--- src/rtl/lsu_mem_stage_if.sv ---
// -----------------------------------------------------------------------------
// lsu_mem_stage_if
// Groups the three handshakes of the load/store memory stage into one bundle:
//   request  : req_valid/req_ready, req_we, req_funct3, req_addr, req_wdata
//   bus      : busReq, busWe, busAddr, busBE, busWData, busRData, busReady
//   response : rsp_valid, rsp_rdata, rsp_err
// Modports:
//   master : the LSU itself (drives bus requests, the response and req_ready)
//   slave  : its environment (control unit issuing requests plus the memory)
// Parameter XLEN must match the XLEN of the lsu_mem_stage it connects to.
// -----------------------------------------------------------------------------
interface lsu_mem_stage_if #(
    parameter int XLEN = 32
);
    localparam int NB = XLEN / 8;

    logic            req_valid;
    logic            req_ready;
    logic            req_we;
    logic [2:0]      req_funct3;
    logic [XLEN-1:0] req_addr;
    logic [XLEN-1:0] req_wdata;

    logic            busReq;
    logic            busWe;
    logic [XLEN-1:0] busAddr;
    logic [NB-1:0]   busBE;
    logic [XLEN-1:0] busWData;
    logic [XLEN-1:0] busRData;
    logic            busReady;

    logic            rsp_valid;
    logic [XLEN-1:0] rsp_rdata;
    logic [1:0]      rsp_err;

    modport master (
        input  req_valid, req_we, req_funct3, req_addr, req_wdata,
        input  busRData, busReady,
        output req_ready,
        output busReq, busWe, busAddr, busBE, busWData,
        output rsp_valid, rsp_rdata, rsp_err
    );

    modport slave (
        output req_valid, req_we, req_funct3, req_addr, req_wdata,
        output busRData, busReady,
        input  req_ready,
        input  busReq, busWe, busAddr, busBE, busWData,
        input  rsp_valid, rsp_rdata, rsp_err
    );
endinterface

--- src/rtl/lsu_mem_stage.sv ---
// -----------------------------------------------------------------------------
// lsu_mem_stage
// Load/store unit for the memory-access step of a multi-cycle RV core.
// Accepts one request, decodes size/alignment, drives a lane-aligned bus
// transaction that tolerates wait states, extends load data and returns a
// one-cycle response with an error code (00 ok, 01 misaligned, 10 timeout,
// 11 illegal funct3).
// Ports:
//   clk   : rising-edge clock
//   reset : asynchronous, active-low reset
//   bus   : lsu_mem_stage_if.master (request, memory bus and response)
// Parameters:
//   XLEN           : 32 or 64
//   TIMEOUT_CYCLES : ACCESS cycles without busReady before err=10 (2..255)
// Optional feature macro LSU_TIMEOUT_EN: when defined the ACCESS timeout
// counter is built; when undefined ACCESS waits for busReady indefinitely.
// -----------------------------------------------------------------------------
module lsu_mem_stage #(
    parameter int XLEN           = 32,
    parameter int TIMEOUT_CYCLES = 16
) (
    input  logic            clk,
    input  logic            reset,
    lsu_mem_stage_if.master bus
);
    localparam int NB   = XLEN / 8;
    localparam int OFFW = $clog2(NB);

    localparam logic [1:0] ERR_OK  = 2'b00;
    localparam logic [1:0] ERR_MIS = 2'b01;
    localparam logic [1:0] ERR_TO  = 2'b10;
    localparam logic [1:0] ERR_ILL = 2'b11;

    if ((XLEN != 32) && (XLEN != 64)) begin : g_bad_xlen
        $error("lsu_mem_stage: XLEN must be 32 or 64");
    end
    if ((TIMEOUT_CYCLES < 2) || (TIMEOUT_CYCLES > 255)) begin : g_bad_timeout
        $error("lsu_mem_stage: TIMEOUT_CYCLES must be within 2..255");
    end

    typedef enum logic [1:0] {
        IDLE   = 2'd0,
        ACCESS = 2'd1,
        RESP   = 2'd2
    } state_t;

    state_t          state_q,     state_d;
    logic            req_ready_q, req_ready_d;
    logic            bus_req_q,   bus_req_d;
    logic            bus_we_q,    bus_we_d;
    logic [XLEN-1:0] bus_addr_q,  bus_addr_d;
    logic [NB-1:0]   bus_be_q,    bus_be_d;
    logic [XLEN-1:0] bus_wdata_q, bus_wdata_d;
    logic            rsp_valid_q, rsp_valid_d;
    logic [XLEN-1:0] rsp_rdata_q, rsp_rdata_d;
    logic [1:0]      rsp_err_q,   rsp_err_d;
    // Access shape kept for the load-data extraction in ACCESS.
    logic [OFFW-1:0] off_q,       off_d;
    logic [1:0]      size_q,      size_d;
    logic            uns_q,       uns_d;
`ifdef LSU_TIMEOUT_EN
    localparam logic [7:0] TO_LAST = 8'(TIMEOUT_CYCLES - 1);
    logic [7:0]      cnt_q,       cnt_d;
`endif

    logic [OFFW-1:0] req_off_s;
    logic [1:0]      req_size_s;
    logic            req_legal_s;
    logic            req_mis_s;
    logic [3:0]      align_s;
    logic [XLEN-1:0] shifted_s;
    logic [XLEN-1:0] dmask_s;
    logic            sign_s;
    logic [XLEN-1:0] load_data_s;

    function automatic logic [3:0] size_bytes(input logic [1:0] sz);
        logic [3:0] n;
        case (sz)
            2'd0:    n = 4'd1;
            2'd1:    n = 4'd2;
            2'd2:    n = 4'd4;
            default: n = 4'd8;
        endcase
        return n;
    endfunction

    function automatic logic [NB-1:0] lane_mask(input logic [1:0] sz);
        logic [NB-1:0] m;
        for (int i = 0; i < NB; i++) begin
            m[i] = (i < int'(size_bytes(sz)));
        end
        return m;
    endfunction

    function automatic logic [XLEN-1:0] data_mask(input logic [1:0] sz);
        logic [XLEN-1:0] m;
        for (int i = 0; i < NB; i++) begin
            m[8*i +: 8] = {8{(i < int'(size_bytes(sz)))}};
        end
        return m;
    endfunction

    // Double and WU only exist on RV64; unsigned (1xx) codes are load-only.
    function automatic logic funct3_legal(input logic [2:0] f3, input logic we);
        logic ok;
        case (f3)
            3'b000, 3'b001, 3'b010: ok = 1'b1;
            3'b011:                 ok = (XLEN == 64);
            3'b100, 3'b101:         ok = ~we;
            3'b110:                 ok = ~we & (XLEN == 64);
            default:                ok = 1'b0;
        endcase
        return ok;
    endfunction

    // Request decode: lane offset, size, legality and alignment.
    always_comb begin
        req_off_s   = bus.req_addr[OFFW-1:0];
        req_size_s  = bus.req_funct3[1:0];
        req_legal_s = funct3_legal(bus.req_funct3, bus.req_we);
        align_s     = size_bytes(req_size_s) - 4'd1;
        req_mis_s   = |(req_off_s & align_s[OFFW-1:0]);
    end

    // Load path: bring the addressed lane down to bit 0, then sign/zero extend.
    always_comb begin
        shifted_s = bus.busRData >> {off_q, 3'b000};
        dmask_s   = data_mask(size_q);
        case (size_q)
            2'd0:    sign_s = shifted_s[7];
            2'd1:    sign_s = shifted_s[15];
            2'd2:    sign_s = shifted_s[31];
            default: sign_s = shifted_s[XLEN-1];
        endcase
        load_data_s = (shifted_s & dmask_s) | ({XLEN{sign_s & ~uns_q}} & ~dmask_s);
    end

    // Next-state and next-output logic of the IDLE/ACCESS/RESP controller.
    always_comb begin
        state_d     = state_q;
        bus_we_d    = bus_we_q;
        bus_addr_d  = bus_addr_q;
        bus_be_d    = bus_be_q;
        bus_wdata_d = bus_wdata_q;
        rsp_rdata_d = rsp_rdata_q;
        rsp_err_d   = rsp_err_q;
        off_d       = off_q;
        size_d      = size_q;
        uns_d       = uns_q;
`ifdef LSU_TIMEOUT_EN
        cnt_d       = cnt_q;
`endif
        case (state_q)
            IDLE: begin
                if (bus.req_valid) begin
                    off_d  = req_off_s;
                    size_d = req_size_s;
                    uns_d  = bus.req_funct3[2];
                    if (!req_legal_s) begin
                        state_d     = RESP;
                        rsp_err_d   = ERR_ILL;
                        rsp_rdata_d = {XLEN{1'b0}};
                    end else if (req_mis_s) begin
                        state_d     = RESP;
                        rsp_err_d   = ERR_MIS;
                        rsp_rdata_d = {XLEN{1'b0}};
                    end else begin
                        state_d     = ACCESS;
                        bus_we_d    = bus.req_we;
                        bus_addr_d  = {bus.req_addr[XLEN-1:OFFW], {OFFW{1'b0}}};
                        bus_be_d    = lane_mask(req_size_s) << req_off_s;
                        if (bus.req_we) begin
                            bus_wdata_d = (bus.req_wdata & data_mask(req_size_s)) << {req_off_s, 3'b000};
                        end else begin
                            bus_wdata_d = {XLEN{1'b0}};
                        end
                    end
                end else begin
                    state_d = IDLE;
                end
            end
            ACCESS: begin
                if (bus.busReady) begin
                    state_d   = RESP;
                    rsp_err_d = ERR_OK;
                    if (bus_we_q) begin
                        rsp_rdata_d = {XLEN{1'b0}};
                    end else begin
                        rsp_rdata_d = load_data_s;
                    end
                end else begin
`ifdef LSU_TIMEOUT_EN
                    // cnt_q counts wait cycles already spent; this one is the last allowed.
                    if (cnt_q == TO_LAST) begin
                        state_d     = RESP;
                        rsp_err_d   = ERR_TO;
                        rsp_rdata_d = {XLEN{1'b0}};
                    end else begin
                        cnt_d = cnt_q + 8'd1;
                    end
`else
                    state_d = ACCESS;
`endif
                end
            end
            RESP: begin
                state_d = IDLE;
`ifdef LSU_TIMEOUT_EN
                cnt_d   = 8'd0;
`endif
            end
            default: begin
                state_d = IDLE;
            end
        endcase
        // Status outputs are registered copies of the state being entered.
        req_ready_d = (state_d == IDLE);
        bus_req_d   = (state_d == ACCESS);
        rsp_valid_d = (state_d == RESP);
    end

    // State and output registers; reset aborts any transaction in flight.
    always_ff @(posedge clk or negedge reset) begin
        if (!reset) begin
            state_q     <= IDLE;
            req_ready_q <= 1'b1;
            bus_req_q   <= 1'b0;
            bus_we_q    <= 1'b0;
            bus_addr_q  <= {XLEN{1'b0}};
            bus_be_q    <= {NB{1'b0}};
            bus_wdata_q <= {XLEN{1'b0}};
            rsp_valid_q <= 1'b0;
            rsp_rdata_q <= {XLEN{1'b0}};
            rsp_err_q   <= 2'b00;
            off_q       <= {OFFW{1'b0}};
            size_q      <= 2'b00;
            uns_q       <= 1'b0;
`ifdef LSU_TIMEOUT_EN
            cnt_q       <= 8'd0;
`endif
        end else begin
            state_q     <= state_d;
            req_ready_q <= req_ready_d;
            bus_req_q   <= bus_req_d;
            bus_we_q    <= bus_we_d;
            bus_addr_q  <= bus_addr_d;
            bus_be_q    <= bus_be_d;
            bus_wdata_q <= bus_wdata_d;
            rsp_valid_q <= rsp_valid_d;
            rsp_rdata_q <= rsp_rdata_d;
            rsp_err_q   <= rsp_err_d;
            off_q       <= off_d;
            size_q      <= size_d;
            uns_q       <= uns_d;
`ifdef LSU_TIMEOUT_EN
            cnt_q       <= cnt_d;
`endif
        end
    end

    assign bus.req_ready = req_ready_q;
    assign bus.busReq    = bus_req_q;
    assign bus.busWe     = bus_we_q;
    assign bus.busAddr   = bus_addr_q;
    assign bus.busBE     = bus_be_q;
    assign bus.busWData  = bus_wdata_q;
    assign bus.rsp_valid = rsp_valid_q;
    assign bus.rsp_rdata = rsp_rdata_q;
    assign bus.rsp_err   = rsp_err_q;
endmodule

--- src/flat_wrapper.sv ---
// flat-port wrapper written by rule: the top's interface ports become plain ports
module lsu_mem_stage_flat 
#(
    parameter int XLEN           = 32,
    parameter int TIMEOUT_CYCLES = 16
)
  (clk, reset, bus_req_valid, bus_req_we, bus_req_funct3, bus_req_addr, bus_req_wdata, bus_busRData, bus_busReady, bus_req_ready, bus_busReq, bus_busWe, bus_busAddr, bus_busBE, bus_busWData, bus_rsp_valid, bus_rsp_rdata, bus_rsp_err);
  lsu_mem_stage_if #(.XLEN(XLEN)) bus_i ();
  input  logic clk;
  input  logic reset;
  input wire logic [$bits(bus_i.req_valid)-1:0] bus_req_valid;
  input wire logic [$bits(bus_i.req_we)-1:0] bus_req_we;
  input wire logic [$bits(bus_i.req_funct3)-1:0] bus_req_funct3;
  input wire logic [$bits(bus_i.req_addr)-1:0] bus_req_addr;
  input wire logic [$bits(bus_i.req_wdata)-1:0] bus_req_wdata;
  input wire logic [$bits(bus_i.busRData)-1:0] bus_busRData;
  input wire logic [$bits(bus_i.busReady)-1:0] bus_busReady;
  output wire logic [$bits(bus_i.req_ready)-1:0] bus_req_ready;
  output wire logic [$bits(bus_i.busReq)-1:0] bus_busReq;
  output wire logic [$bits(bus_i.busWe)-1:0] bus_busWe;
  output wire logic [$bits(bus_i.busAddr)-1:0] bus_busAddr;
  output wire logic [$bits(bus_i.busBE)-1:0] bus_busBE;
  output wire logic [$bits(bus_i.busWData)-1:0] bus_busWData;
  output wire logic [$bits(bus_i.rsp_valid)-1:0] bus_rsp_valid;
  output wire logic [$bits(bus_i.rsp_rdata)-1:0] bus_rsp_rdata;
  output wire logic [$bits(bus_i.rsp_err)-1:0] bus_rsp_err;
  assign bus_i.req_valid = bus_req_valid;
  assign bus_i.req_we = bus_req_we;
  assign bus_i.req_funct3 = bus_req_funct3;
  assign bus_i.req_addr = bus_req_addr;
  assign bus_i.req_wdata = bus_req_wdata;
  assign bus_i.busRData = bus_busRData;
  assign bus_i.busReady = bus_busReady;
  assign bus_req_ready = bus_i.req_ready;
  assign bus_busReq = bus_i.busReq;
  assign bus_busWe = bus_i.busWe;
  assign bus_busAddr = bus_i.busAddr;
  assign bus_busBE = bus_i.busBE;
  assign bus_busWData = bus_i.busWData;
  assign bus_rsp_valid = bus_i.rsp_valid;
  assign bus_rsp_rdata = bus_i.rsp_rdata;
  assign bus_rsp_err = bus_i.rsp_err;
  lsu_mem_stage #(.XLEN(XLEN), .TIMEOUT_CYCLES(TIMEOUT_CYCLES)) u_core (.clk(clk), .reset(reset), .bus(bus_i));
endmodule
--- config.mk ---
export PLATFORM = sky130hd
export DESIGN_NAME = lsu_mem_stage_flat
export DESIGN_NICKNAME = d
export VERILOG_FILES = /design/src/rtl/lsu_mem_stage_if.sv /design/src/rtl/lsu_mem_stage.sv /design/src/flat_wrapper.sv
export SDC_FILE = /design/constraint.sdc
export NUM_CORES = 1
export LEC_CHECK = 0
export CAP_MARGIN = 0
export CORE_ASPECT_RATIO = 1.1
export CORE_MARGIN = 2
export CORE_UTILIZATION = 39
export CTS_CLUSTER_DIAMETER = 200
export CTS_CLUSTER_SIZE = 14
export DETAILED_ROUTE_END_ITERATION = 10
export PLACE_DENSITY = 0.73
export SYNTH_ARGS = -nofsm -noshare
export SYNTH_HDL_FRONTEND = slang
export SYNTH_SLANG_ARGS = --single-unit
--- constraint.sdc ---
create_clock -name clk -period 2 [get_ports clk]
set_input_delay 0.3 -clock clk [delete_from_list [all_inputs] [get_ports clk]]
set_output_delay 0.3 -clock clk [all_outputs]
set_load 0.1 [all_outputs]
==> flow_summary.json <==
{
  "status": "finished, final reports clean",
  "fin_crit_sh": 0.932,
  "synthArstFlopShare": 1.00,
  "grt_max_degree": 46,
  "core_area_um2": 13700,
  "required_ns": 2.24,
  "h-tree-depth": 3,
  "synth_ff_type": "dfrtp_1",
  "path_max_fanout": 8,
  "fin_cells": 916,
  "die_w_um": 116,
  "ys_seq_area_frac": 0.513,
  "overflow": 0,
  "die_height_um": 128,
  "cp-startpoint": "u_core.state_q[1]$_DFF_PN0_",
  "vias_per_cell": 5.49,
  "antenna_found_initial": 0,
  "power_density_nw_per_um2": 1360,
  "crit_type": "reg2reg",
  "drv_slew": 0,
  "regArea_um2": 2780,
  "synth_seq_cells": 111,
  "cts_sinks": 111,
  "io_pins": 210,
  "grt_pass1_wl_um": 26300,
  "seqPwrFrac": 0.278,
  "avgSynthCellArea_um2": 10.8,
  "area_growth_pct": 49.8,
  "cp_cell_sequence": "or3b_1 -> a41o_4 -> and2_4 -> inv_8 -> mux2_4",
  "portBuffers": 207,
  "grt_usage": 0.230,
  "switching_share": 0.527,
  "r2r_cells": 5,
  "critPathBufInv": 1,
  "drt-pass1-iter-count": 5,
  "final_layout_size_suffix_gt1_frac": 0.321,
  "r2r_end": "u_core.bus.rsp_rdata[6]$_DFFE_PN0P_",
  "r2r_slack_ns": 0.14,
  "ant_nets": 0,
  "multi_input_area_um2": 2530,
  "p_leak_nw": 3.70,
  "end_kind": "register",
  "comb_power_share": 0.557,
  "final_area_um2": 8120,
  "yosysTopAreaCell": "dfrtp_1",
  "drt-initial-drc-count": 374,
  "n_antenna_cell": 0,
  "crit_arrival_ns": 2.10,
  "tightest_slew_ns": 0.766,
  "nNetsFinal": 829,
  "reg2reg_from": "u_core.state_q[1]$_DFF_PN0_",
  "synth_edf_count": 0,
  "insertion_delay_ns": 0.35,
  "synth_area_leaders": "dfrtp_1 51%, mux2_2 10%, o21ai_0 3.8%, nand2_1 3.6%, mux2i_1 3.1%",
  "switching_power_w": 0.00583,
  "cts_root_buf": "clkbuf_16",
  "internal_power_w": 0.00523,
  "cts-buffers-inserted": 9,
  "holdWs_ns": 0.484,
  "yosys_warnings": 0,
  "setup_viol": 0,
  "synth_most_common_cell": "dfrtp_1",
  "clk_path_buf_depth": 2,
  "die_area_um2": 14900,
  "ys_top_cells_by_count": "110 x dfrtp_1, 52 x nand2_1, 49 x mux2_2",
  "critPathLaunchType": "register",
  "cts_tree": "built",
  "dpl-instance-area_um2": 7740,
  "grt_setup_unrepaired": "no",
  "clk_pin_slew_ns": 0.07,
  "timing.final.crit_period_ns": 1.86,
  "relSlewSlack": 0.488,
  "wl_per_cell_um": 19.0,
  "via_count": 5028,
  "cp_slowest_stage_delay_ns": 0.45,
  "crit_cells": 5,
  "crit_end": "u_core.bus.rsp_rdata[6]$_DFFE_PN0P_",
  "syn_inst": 504,
  "num_rows": 45,
  "dp_hpwl_um": 13000,
  "grt_pass1_vias": 4974,
  "yosysTopAreaCellShare": 0.508,
  "clock_power_share": 0.165,
  "routed_wl_um": 17400,
  "drcViolationCount": 0,
  "critPathSlowestCell": "or3b_1",
  "placedCellCount": 898,
  "worstHoldPathType": "reg2reg",
  "cp_top_family": "simple AND/OR/NAND/NOR gates",
  "netlist_area_um2": 5420,
  "initial_core_util": 0.396,
  "peakVddDrop_mv": 0.577,
  "hold_viol": 0,
  "place.gp.congestion": 0.938,
  "nFillCells": 1148,
  "ys_types": 46,
  "max_freq_mhz": 537,
  "cap_violations": 0,
  "skew_ns": 0.00891,
  "p_total_w": 0.0111
}
[cells in the final DEF, fill, tap and decap left out, drive strengths merged, types with 2 or more instances in the layout]
cell type / n
conb: 2
ha: 2
clkdlybuf4s50: 100
nand2: 52
a31oi: 13
a211o: 6
clkbuf: 10
mux2: 49
and2: 2
buf: 150
o31ai: 12
a211oi: 22
clkinv: 2
a22o: 17
nand2b: 7
dfrtp: 110
or2: 2
o21ai: 41
a21oi: 7
nor3: 10
a221oi: 8
o21ba: 2
dlymetal6s2s: 2
mux2i: 17
o2bb2ai: 3
a32oi: 11
nor2: 14
inv: 9
nand3: 13
a22oi: 8
nor2b: 10
[state kept, by name, summed over array words and instances, names as in the netlist]
signal,cells
u_core.bus.rsp_valid,1
u_core.bus.rsp_err,2
u_core.bus.req_ready,1
u_core.state_q,2
u_core.size_q,2
u_core.bus.busBE,4
u_core.bus.busAddr,30
u_core.bus.busReq,1
u_core.bus.busWe,1
u_core.bus.busWData,32
u_core.off_q,2
u_core.uns_q,1
u_core.bus.rsp_rdata,32
[power groups by stage]
| stage | sequential, W | combinational [W] | clock [W] |
|---|---|---|---|
| floorplan | 0.00659 | 0.00111 | 0 |
| global placement | 0.00309 | 0.00608 | 0 |
| detailed placement | 0.00312 | 0.00613 | 0 |
| CTS | 0.00308 | 0.00615 | 0.00185 |
| global route | 0.00314 | 0.00637 | 0.00193 |
| finish | 0.00308 | 0.00616 | 0.00182 |
[tightest hold or removal path: stages, from the launching register on]
cell and delay, ns:
dfrtp_1 0.34, nand2_1 0.06, o31ai_1 0.05
[routing by layer]
metal | routed length (um) | up-vias | global-route usage
li1 | - | 2302 | -
met1 | 7310 | 2423 | 0.314
met2 | 8310 | 263 | 0.365
met3 | 1250 | 40 | 0.0307
met4 | 583 | 0 | 0.104
met5 | 0 | - | 0
[cell type report]
type                    instances  area share
clock buffers                  10      0.0282
well taps                     188      0.0290
repair buffers                253       0.276
inverters                       7     0.00416
clock inverters                 6     0.00832
multi-input cells             341       0.312
flip-flops and latches        111       0.342
[timing repair]
action	4_1_cts	5_1_grt
endpoints found under the setup margin	2	67
setup buffers	1	0
hold buffers	1	0
gates cloned	0	0
hold endpoints to repair	39	0
resized for setup	1	13
[per-stage QoR]
step	setup slack, ns	setup TNS (ns)	utilization
CTS	0.000606	0	0.589
detailed placement	-0.377	-28.42	0.566
global route	0.0851	0	0.594
finish	0.137	0	0.594
global placement	-0.308	-22.89	0.566
floorplan	-0.104	-2.91	-
[how the worst min path moves through the flow]
| stage | from | end | slack (ns) | cells after the start |
|---|---|---|---|---|
| floorplan | reset | u_core.bus.busAddr[10]$_DFFE_PN0P_ | 0.004 | 0 |
| global placement | reset | u_core.bus.rsp_rdata[0]$_DFFE_PN0P_ | 0.35 | 1 |
| detailed placement | reset | u_core.bus.rsp_rdata[6]$_DFFE_PN0P_ | 0.35 | 1 |
| CTS | u_core.bus.busWData[8]$_DFFE_PN0P_ | u_core.bus.busWData[8]$_DFFE_PN0P_ | 0.49 | 2 |
| global route | u_core.bus.busWData[13]$_DFFE_PN0P_ | u_core.bus.busWData[13]$_DFFE_PN0P_ | 0.51 | 2 |
| finish | u_core.bus.busBE[1]$_DFFE_PN0P_ | u_core.bus.busBE[1]$_DFFE_PN0P_ | 0.48 | 2 |
[cell families (layout without fill, tap and decap cells)]
kind of cell	count (synthesis)	in the layout	synth area share
AOI/OAI and AO/OA	155	155	0.203
other	1	2	0.000692
and+or+nand+nor	115	115	0.0997
adders and majority gates	2	2	0.00462
muxes	67	67	0.137
buffers and inverters	53	276	0.0425
DFF	111	111	0.513
Note: power is estimated with default switching activity, not from simulation.
